### config.mk
export PLATFORM = sky130hd
export DESIGN_NAME = hazard_scoreboard
export DESIGN_NICKNAME = d
export VERILOG_FILES = /design/src/rtl/hazard_scoreboard.sv
export SDC_FILE = /design/constraint.sdc
export NUM_CORES = 1
export LEC_CHECK = 0
export CORE_UTILIZATION = 50
export CTS_BUF_LIST = sky130_fd_sc_hd__clkbuf_2 sky130_fd_sc_hd__clkbuf_4 sky130_fd_sc_hd__clkbuf_8
export DETAILED_ROUTE_END_ITERATION = 7
export DONT_BUFFER_PORTS = 1
export HOLD_SLACK_MARGIN = 0.15
export PLACE_DENSITY_LB_ADDON = 0.25
export SLEW_MARGIN = 25
export SYNTH_ARGS = -nofsm -noshare
export SYNTH_HDL_FRONTEND = slang
export SYNTH_SLANG_ARGS = --single-unit
### constraint.sdc
create_clock -name clk -period 5.22 [get_ports clk]
set_clock_uncertainty 0.05 [all_clocks]
set_input_delay 1.044 -clock clk [delete_from_list [all_inputs] [get_ports clk]]
set_output_delay 1.044 -clock clk [all_outputs]
set_load 0.01 [all_outputs]
### src/rtl/hazard_scoreboard.sv
// hazard_scoreboard: per-register countdown scoreboard that stalls the ID stage
// while a source operand's producer is still too far from write-back to be read
// or forwarded. Optional stall statistics counter under macro HAZARD_STATS_EN.
module hazard_scoreboard #(
   parameter  int unsigned REG_ADDR_W = 4,
   parameter  int unsigned NUM_SRC    = 3,
   parameter  int unsigned NOFW_LAT   = 2,
   parameter  int unsigned LOAD_LAT   = 1,
   localparam int unsigned NREG       = 2**REG_ADDR_W,
   localparam int unsigned CNT_W      = $clog2(NOFW_LAT + 1)
) (
   input  logic                          clk,
   input  logic                          rst,
   input  logic                          fw_en,
   input  logic                          issue_valid,
   input  logic [NUM_SRC*REG_ADDR_W-1:0] src_addr,
   input  logic [NUM_SRC-1:0]            src_used,
   input  logic [REG_ADDR_W-1:0]         dest_addr,
   input  logic                          dest_wb_en,
   input  logic                          dest_is_load,
   input  logic                          pipe_freeze,
   input  logic                          flush,
   output logic                          hazard_detected,
   output logic                          issue_fire,
   output logic [NREG-1:0]               busy_vec,
   output logic [31:0]                   stall_cycles
);

   // A load result becomes forwardable once its countdown drops to this value
   localparam logic [CNT_W-1:0] LOAD_FW_CNT = CNT_W'(NOFW_LAT - LOAD_LAT);
   localparam logic [CNT_W-1:0] ISSUE_CNT   = CNT_W'(NOFW_LAT);

   logic [CNT_W-1:0] cnt [NREG];
   logic [NREG-1:0]  ld;
   logic [NREG-1:0]  pend;
   logic             src_hit;

   // Per-register "not yet readable" under the current forwarding mode
   always_comb begin
      pend = '0;
      for (int r = 0; r < NREG; r++) begin
         pend[r] = (cnt[r] != '0) && (!fw_en || (ld[r] && (cnt[r] > LOAD_FW_CNT)));
      end
   end

   // Any used source operand that hits a pending register
   always_comb begin
      src_hit = 1'b0;
      for (int i = 0; i < NUM_SRC; i++) begin
         if (src_used[i] && pend[src_addr[i*REG_ADDR_W +: REG_ADDR_W]]) begin
            src_hit = 1'b1;
         end
      end
   end

   // Stall and advance decisions; advance is suppressed while reset is asserted
   always_comb begin
      hazard_detected = issue_valid & src_hit;
      issue_fire      = rst & issue_valid & ~src_hit & ~pipe_freeze & ~flush;
   end

   // Busy view of the scoreboard
   always_comb begin
      busy_vec = '0;
      for (int r = 0; r < NREG; r++) begin
         busy_vec[r] = (cnt[r] != '0);
      end
   end

   // Countdown per register; a new issue reloads its destination entry
   always_ff @(posedge clk or negedge rst) begin
      if (!rst) begin
         for (int r = 0; r < NREG; r++) begin
            cnt[r] <= '0;
         end
         ld <= '0;
      end else if (!pipe_freeze) begin
         for (int r = 0; r < NREG; r++) begin
            if (cnt[r] != '0) begin
               cnt[r] <= cnt[r] - CNT_W'(1);
               if (cnt[r] == CNT_W'(1)) begin
                  ld[r] <= 1'b0;
               end
            end
         end
         if (issue_fire && dest_wb_en) begin
            cnt[dest_addr] <= ISSUE_CNT;
            ld[dest_addr]  <= dest_is_load;
         end
      end
   end

`ifdef HAZARD_STATS_EN
   logic [31:0] stall_cnt;

   // Saturating count of cycles the ID stage spent stalled on a hazard
   always_ff @(posedge clk or negedge rst) begin
      if (!rst) begin
         stall_cnt <= '0;
      end else if (issue_valid && hazard_detected && !pipe_freeze && (stall_cnt != '1)) begin
         stall_cnt <= stall_cnt + 32'd1;
      end
   end

   assign stall_cycles = stall_cnt;
`else
   assign stall_cycles = '0;
`endif

endmodule

# Word level (Yosys, flattened, before mapping)
# Index checks and enable logic that the tools add are counted.
[totals]
out_inout_bits = 50
word_cells = 251
reg_bits = 48
inputBits = 27
[classes]
addsub = 16
n_bitwise = 12
eq_ne = 16
n_mux = 96
order_cmp = 23
reduce_logical = 71
[ops]
columns = ["operator", "count"]
rows = [
  ["2-to-1 mux 2 bit", 33],
  ["2-to-1 mux 1 bit", 55],
  ["logical AND 1 bit", 38],
  ["== test 2 x 1 -> 1 bit (second input constant)", 16],
  ["greater-than comparator 2 x 1 -> 1 bit (second input constant)", 16],
  ["2-to-1 mux 32 bit", 1],
  ["nonzero test 2 bit", 16],
  ["subtractor 2 x 1 -> 2 bit (second input constant)", 16],
  ["< comparator 4 x 5 -> 1 bit (second input constant)", 4],
  ["AND 16 bit", 1],
  ["bitwise mux 16 bit", 1],
  ["logical OR 1 bit", 16],
  ["2-to-1 mux 16 bit", 1],
  ["NOT 16 bit", 1],
  ["OR 16 bit", 1],
  ["binary-select mux 1 bit (select 4 bit)", 3],
  ["demux 2 bit (select 4 bit)", 1],
  ["AND 1 bit", 5],
  [">= comparator 5 bit (second input constant)", 1],
  ["< comparator 5 x 1 -> 1 bit (second input constant)", 1],
  ["NOT 4 -> 5 bit", 1],
  ["demux 1 bit (select 4 bit)", 1],
  [">= comparator 4 x 1 -> 1 bit (second input constant)", 1],
  ["NOT 1 bit", 3],
  ["zero test 1 bit", 1],
]

# Longest topological paths before layout
# Gate-level depths: netlist of the first run.
[depth]
word_depth = 16
depth_mapped = 9
ltp_nobuf = 7

# Worst setup path before layout of the first run
# No wires, ideal clock.
[synth_path]
kind = "in2out"
from = "in fw_en"
to = "out hazard_detected"
required_time_ps = 4126
path_stages = 8
path_slack_ps = 1601
t_arrival_ps = 2525
n_path_buf = 2
path_cell_list = "buf_4 > a21boi_1 > o21ai_0 > nand3_1 > o311ai_2 > nand3_2 > buf_12 > a21boi_0"
[synth_between]
elab_chain_cells = 10
word_cells_on_any_way = 46
classes_between = "mux: 9; bitwise: 1; reduce/logical: 36"
[synth_lines]
columns = ["element", "line_no", "rtl"]
rows = [
  ["start, declared", "14", "input logic fw_en,"],
  ["zero test 1 bit *", "42", "pend[r] = (cnt[r] != '0) && (!fw_en || (ld[r] && (cnt[r] > LOAD_FW_CNT)));"],
  ["logical OR 1 bit", "42", ""],
  ["logical AND 1 bit", "42", ""],
  ["binary-select mux 1 bit (select 4 bit)", "50", "if (src_used[i] && pend[src_addr[i*REG_ADDR_W +: REG_ADDR_W]]) begin"],
  ["2-to-1 mux 1 bit (not written as such)", "50", ""],
  ["logical AND 1 bit", "50", ""],
  ["2-to-1 mux 1 bit (2 in series)", "50", ""],
  ["2-to-1 mux 1 bit *", "50", ""],
  ["AND 1 bit *", "58", "hazard_detected = issue_valid & src_hit;"],
  ["end, declared", "23", "output logic hazard_detected,"],
]
# Mark *: on every way between the ends. The rest lies on a longest branch, timed or not. The select of a mux whose other input is x is not followed.

# Worst setup path after layout of the first run
# Ends and elaborated chain as after synthesis.

==> reports/summary.json, run 1 <==
{
  "floorplan": {
    "core.rowCount": 30,
    "coreArea_mm2": 0.00687,
    "die_x_um": 86.8,
    "initial_core_util_pct": 52.3,
    "design.portCount": 77,
    "die_area_mm2": 0.00753,
    "die_h_um": 86.8
  },
  "power_and_ir_drop": {
    "p_switching_uw": 184,
    "power_internal_uw": 520,
    "share_seq_of_total_power_pct": 53.5,
    "switching_share_pct": 26.1,
    "power_density_mw_per_mm2": 196,
    "clockPowerShare_pct": 34.2,
    "p_leak_uw": 0.00169,
    "power.share.combinational_pct": 12.3,
    "ir_worst_vdd_uv": 98.0
  },
  "worst_setup_path": {
    "critPathBufInv": 1,
    "worst_ep_arrival_time_ns": 2.83,
    "cp-start-kind": "input port",
    "worst-setup-path-type": "in -> out",
    "timing.critical_path.mode_cell": "a21boi_0",
    "critical-path-top-delay-family": "compound AO/OA/AOI/OAI gates",
    "crit_path_cell_trace": "a21boi_0 > or2_1 > a221o_1 > o22ai_1 > o211ai_2 > buf_4 > and2_1 > a21boi_0",
    "regToRegEndpoint": "cnt[0]$_DFFE_PN0N_",
    "reg2reg_depth": 7,
    "worstSetupPathDepth": 8,
    "required_ns": 4.13,
    "crit-reg2reg-launch": "cnt[28]$_DFFE_PN0N_",
    "path_max_fanout": 19,
    "ff2ff_setup_slack_ns": 2.61,
    "timing.critical_path.slowest_stage_cell": "a21boi_0",
    "worst_setup_path_end_kind": "output pin",
    "crit_path_max_incr_delay_ns": 0.33
  },
  "timing": {
    "maxSlewViolCount": 0,
    "setup_viol": 0,
    "min_period_over_period_pct": 75.1,
    "fmaxAchievable_ghz": 0.255,
    "timing.final.ws_setup_ns": 1.30,
    "tmin_final_ns": 3.92,
    "fin_tns_setup_ns": 0,
    "final-hold-violation-count": 0,
    "tightest_slew_ns": 0.638,
    "grt_setup_unrepaired": "false",
    "timing.slew.headroom_pct": 57.4
  },
  "route": {
    "drcViolationCount": 0,
    "first_iter_violations": 290,
    "post_drt_via_cell_ratio": 5.87,
    "detail_route.wirelength_um": 8690,
    "routedWlPerCell_um": 17.1,
    "via_count": 2975,
    "antenna_left": 0,
    "detailed_router_iteration_count_before_antenna_repair": 5
  },
  "logic_synthesis": {
    "yosysWarnings": 0,
    "async_flop_share_pct": 100,
    "yosysUniqueCellTypes": 51,
    "netlist_area_mm2": 0.00359,
    "synth-edff-count": 0,
    "syn_inst": 419,
    "synth-seq-cells": 48,
    "synth.yosys.seq_area_share_pct": 33.4,
    "syn_avg_cell_area_um2": 8.57,
    "commonest_register_cell_after_synthesis": "dfrtp_1"
  },
  "place": {
    "pre_cts_ws_ns": 1.34,
    "numPlacedInstances": 499,
    "dpl_hpwl_um": 6400,
    "place.port_buffers": 0,
    "gp_routability_congestion": 0.944
  },
  "global_route": {
    "grt_pass1_wl_um": 13800,
    "vias_in_the_first_global_route": 2654,
    "grtUsageTotal_pct": 24.0,
    "grt.overflow.total": 0,
    "pin_count_of_the_biggest_net_entering_global_routing": 82,
    "grt_antenna_before_repair": 0
  },
  "final_layout": {
    "design.final.nets": 437,
    "layoutNonFillerInstCount": 507,
    "final_cell_mix": "o21ai_0 (55), dfrtp_1 (48), conb_1 (32), nor2_1 (29), nand2_1 (28)",
    "layout.cells.most_common": "o21ai_0",
    "fillerInstances": 681,
    "layout-area-overhead-vs-synth_pct": 0.139,
    "antenna-diode-count": 0,
    "drive_gt1_share_pct": 7.06
  },
  "clocking": {
    "cts_sinks": 48,
    "cts_setup_buffers": 0,
    "cts_repair_resized_insts": 0,
    "htree_num_levels": 2,
    "cts.hold.buffers_added": 0,
    "max-clock-path-buffers": 2,
    "cts_tree": "built",
    "ctsRootBufferMaster": "clkbuf_8",
    "numCtsBuffers": 5,
    "clkLatencyLatePin_ns": 0.31,
    "clk_transition_reported_paths_ns": 0.09
  },
  "min_path": {
    "hold_class": "in -> async"
  },
  "job": {
    "maxCapViolCount": 0
  },
  "run_status": {
    "outcome": "completed"
  }
}
-- worst max-delay path by stage --
stage          start              end  slack [ns]
2_1_floorplan  fw_en  hazard_detected        1.60
3_3_place_gp   fw_en  hazard_detected        1.35
3_5_place_dp   fw_en  hazard_detected        1.34
4_1_cts        fw_en  hazard_detected        1.32
5_1_grt        fw_en  hazard_detected        1.21
6_report       fw_en  hazard_detected        1.30
-- synthesized netlist by cell type, drive strengths merged, types with 5 or more instances --
| cell type | n | area share (%) |
|---|---|---|
| dfrtp | 48 | 33 |
| nor2 | 29 | 3.0 |
| nor4 | 5 | 0.87 |
| nand3 | 8 | 1.3 |
| o21ai | 60 | 8.5 |
| nand4 | 16 | 6.5 |
| o22ai | 6 | 1.0 |
| buf | 36 | 8.3 |
| a22o | 14 | 3.4 |
| a21boi | 15 | 3.1 |
| clkbuf | 14 | 1.5 |
| inv | 19 | 2.0 |
| nand2b | 19 | 3.3 |
| nor3 | 8 | 1.1 |
| or2 | 5 | 0.87 |
| nand2 | 28 | 2.9 |
| a21oi | 18 | 2.5 |
| nor3b | 14 | 2.9 |
| nor2b | 9 | 1.6 |
| mux2i | 16 | 4.5 |
-- routing by layer --
layer	part of all wire [%]	wire length [um]	track usage (%)	vias up
met3	6.5	566	4.38	22
li1	-	-	-	1435
met4	2.5	214	6.97	0
met2	44	3810	37.4	120
met1	47	4100	34.1	1398
met5	0	0	0	-
-- worst register-to-register path, cell delays in order, from the launching register on --
cell	delay, ns
dfrtp_1	0.42
nor2b_1	0.15
o22ai_1	0.34
a2bb2oi_1	0.12
a311o_1	0.34
nand3_2	0.43
nand4_1	0.38
a22o_1	0.28
-- cell families (layout without fill, tap and decap cells) --
| group | after synthesis | in the layout | share of synthesized area, % |
|---|---|---|---|
| compound gates | 132 | 132 | 23.3 |
| buf+inv | 69 | 30 | 11.8 |
| flops | 48 | 48 | 33.4 |
| mux | 16 | 16 | 4.46 |
| other cells | 1 | 32 | 0.104 |
| simple gates | 153 | 153 | 27.0 |
-- layout make-up --
class	instances	area (um^2)	area share, %
Clock buffer	8	97.6	2.71
Tap cell	96	120	3.34
Timing Repair Buffer	3	22.5	0.626
Multi-Input combinational cell	333	2080	57.9
Sequential cell	48	1200	33.4
Inverter	19	71.3	1.98
-- registers in the layout, indices dropped and copies added, names as in the netlist --
signal and count:
ld 16, cnt 32
-- power by group through the flow --
stage               Combinational [uW]  Sequential [uW]  Clock (uW)
global placement                  84.1              384           0
global route                      95.1              377         261
CTS                               85.0              377         245
finish                            86.6              377         241
detailed placement                84.5              384           0
floorplan                          104              383           0
-- metrics by stage --
stage	hold slack (ns)	cell area [um^2]	util, %	power [uW]
after detailed placement	0.492	3500	50.9	469
after CTS	0.368	3600	52.4	707
after floorplan	0.455	3710	-	488
after global placement	0.489	3500	50.9	468
after global routing	0.349	3600	52.4	733
final	0.370	3600	52.4	704
Note: power is estimated with default switching activity, not from simulation.
==> inputs of run 2 (changes only) <==
==> constraint.sdc (replaced) <==
create_clock -name clk -period 4.1 [get_ports clk]
set_clock_uncertainty 0.05 [all_clocks]
set_input_delay 0.82 -clock clk [delete_from_list [all_inputs] [get_ports clk]]
set_output_delay 0.82 -clock clk [all_outputs]
set_load 0.01 [all_outputs]
==> reports/summary.json, run 2 (synthesized netlist as in run 1, its figures left out) <==
{
  "route": {
    "route.top_layer_used": "met4",
    "post_drt_via_cell_ratio": 5.88,
    "detail_route.wirelength_um": 8930,
    "met3RoutedLength_um": 582,
    "drcViolationCount": 0,
    "routedWlPerCell_um": 17.5,
    "first_iter_violations": 200,
    "via_count": 2995,
    "detailed_router_iteration_count_before_antenna_repair": 5,
    "antenna_left": 0,
    "met2_wirelength_um": 4060,
    "wl_met1_um": 4130
  },
  "clocking": {
    "numCtsBuffers": 5,
    "cts_sinks": 48,
    "cts_tree": "built",
    "clk_transition_reported_paths_ns": 0.09,
    "cts_repair_resized_insts": 0,
    "htree_num_levels": 2,
    "clkLatencyLatePin_ns": 0.31,
    "cts_setup_buffers": 0,
    "max-clock-path-buffers": 2,
    "ctsRootBufferMaster": "clkbuf_8"
  },
  "power_and_ir_drop": {
    "ir_worst_vdd_uv": 146,
    "p_leak_uw": 0.00170,
    "power_density_mw_per_mm2": 250
  },
  "worst_setup_path": {
    "cp-start-kind": "input port",
    "regToRegEndpoint": "cnt[0]$_DFFE_PN0N_",
    "worst_ep_arrival_time_ns": 2.31,
    "worst_setup_path_end_kind": "output pin",
    "crit-reg2reg-launch": "cnt[18]$_DFFE_PN0N_",
    "reg2reg_depth": 8,
    "worst-setup-path-type": "in -> out",
    "required_ns": 3.23,
    "path_max_fanout": 19,
    "ff2ff_setup_slack_ns": 1.54
  },
  "timing": {
    "tmin_final_ns": 3.18,
    "min_period_over_period_pct": 77.6,
    "hold_ws_ns": 0.293,
    "timing.slew.headroom_pct": 65.9,
    "setup_viol": 0,
    "maxSlewViolCount": 0,
    "fin_tns_setup_ns": 0,
    "fmaxAchievable_ghz": 0.314,
    "grt_setup_unrepaired": "false",
    "tightest_slew_ns": 0.504,
    "final-hold-violation-count": 0
  },
  "final_layout": {
    "flip_flop_count_of_the_largest_register_after_layout": 32,
    "design.final.nets": 440,
    "drive_gt1_share_pct": 7.26,
    "final_cell_utilization_of_the_core_pct": 52.9,
    "layout.cells.most_common": "o21ai_0",
    "final_cell_mix": "o21ai_0 (55), dfrtp_1 (48), conb_1 (32), nor2_1 (29), nand2_1 (28)",
    "largest_registers": "cnt (32), ld (16)",
    "antenna-diode-count": 0,
    "layout-area-overhead-vs-synth_pct": 1.15,
    "regMostFlops": "cnt"
  },
  "floorplan": {
    "die_x_um": 86.8,
    "initial_core_util_pct": 52.3,
    "die_area_mm2": 0.00753,
    "core.rowCount": 30,
    "design.portCount": 77,
    "coreArea_mm2": 0.00687,
    "die_h_um": 86.8
  },
  "place": {
    "dpl_hpwl_um": 6460,
    "gp_routability_congestion": 0.889,
    "place.port_buffers": 0
  },
  "global_route": {
    "grtUsageTotal_pct": 25.3,
    "pin_count_of_the_biggest_net_entering_global_routing": 82,
    "grt_pass1_wl_um": 14600,
    "vias_in_the_first_global_route": 2821,
    "grt.overflow.total": 0,
    "grt_antenna_before_repair": 0
  },
  "run_status": {
    "outcome": "completed"
  },
  "min_path": {
    "hold_class": "in -> async"
  },
  "job": {
    "maxCapViolCount": 0
  }
}
## run 2: worst max path at each step
stage,slack (ns),end,from,cells past startpoint
CTS,0.94,hazard_detected,fw_en,7
global route,0.83,hazard_detected,fw_en,7
global placement,0.95,hazard_detected,fw_en,7
floorplan,0.93,hazard_detected,fw_en,8
detailed placement,0.94,hazard_detected,fw_en,7
finish,0.92,hazard_detected,fw_en,7
## run 2: what timing repair did
| item | in CTS | in global routing |
|---|---|---|
| hold buffers | 2 | 0 |
| endpoints found under the hold margin | 39 | 0 |
| setup endpoints to repair | 0 | 0 |
## run 2: power breakdown
group | internal [uW] | total [uW] | switching [uW] | leakage (uW)
Sequential | 476 | 479 | 3.05 | 0.000670
Combinational | 38.6 | 125 | 86.0 | 0.000984
Clock | 150 | 306 | 155 | 0.0000503
Total | 665 | 910 | 244 | 0.00170
## run 2: cell type report
class / count / area [um^2]
Fill cell: 655 / 3240
Clock buffer: 7 / 96.3
Inverter: 19 / 71.3
Multi-Input combinational cell: 333 / 2080
Sequential cell: 48 / 1200
Timing Repair Buffer: 6 / 60.1
Tap cell: 96 / 120
## run 2: per-layer routing
metal / up-vias / track usage, %
met4: 0 / 8.03
met3: 14 / 5.71
li1: 1434 / -
met2: 99 / 39.2
met5: - / 0
met1: 1448 / 35.1
## run 2: through the flow
stage	setup WS (ns)	std cells	power, uW	area [um^2]
5_1_grt	0.831	509	951	3630
3_3_place_gp	0.953	500	598	3510
6_report	0.920	509	910	3630
3_5_place_dp	0.936	500	599	3510
4_1_cts	0.937	509	919	3630
2_1_floorplan	0.929	450	621	3710
## run 2: worst max-delay path, stage by stage
cell and delay, ns:
a21boi_0 0.12, or2_1 0.24, a221o_1 0.31, o22ai_1 0.18, o211ai_2 0.12, and2_1 0.20, a21boi_0 0.33
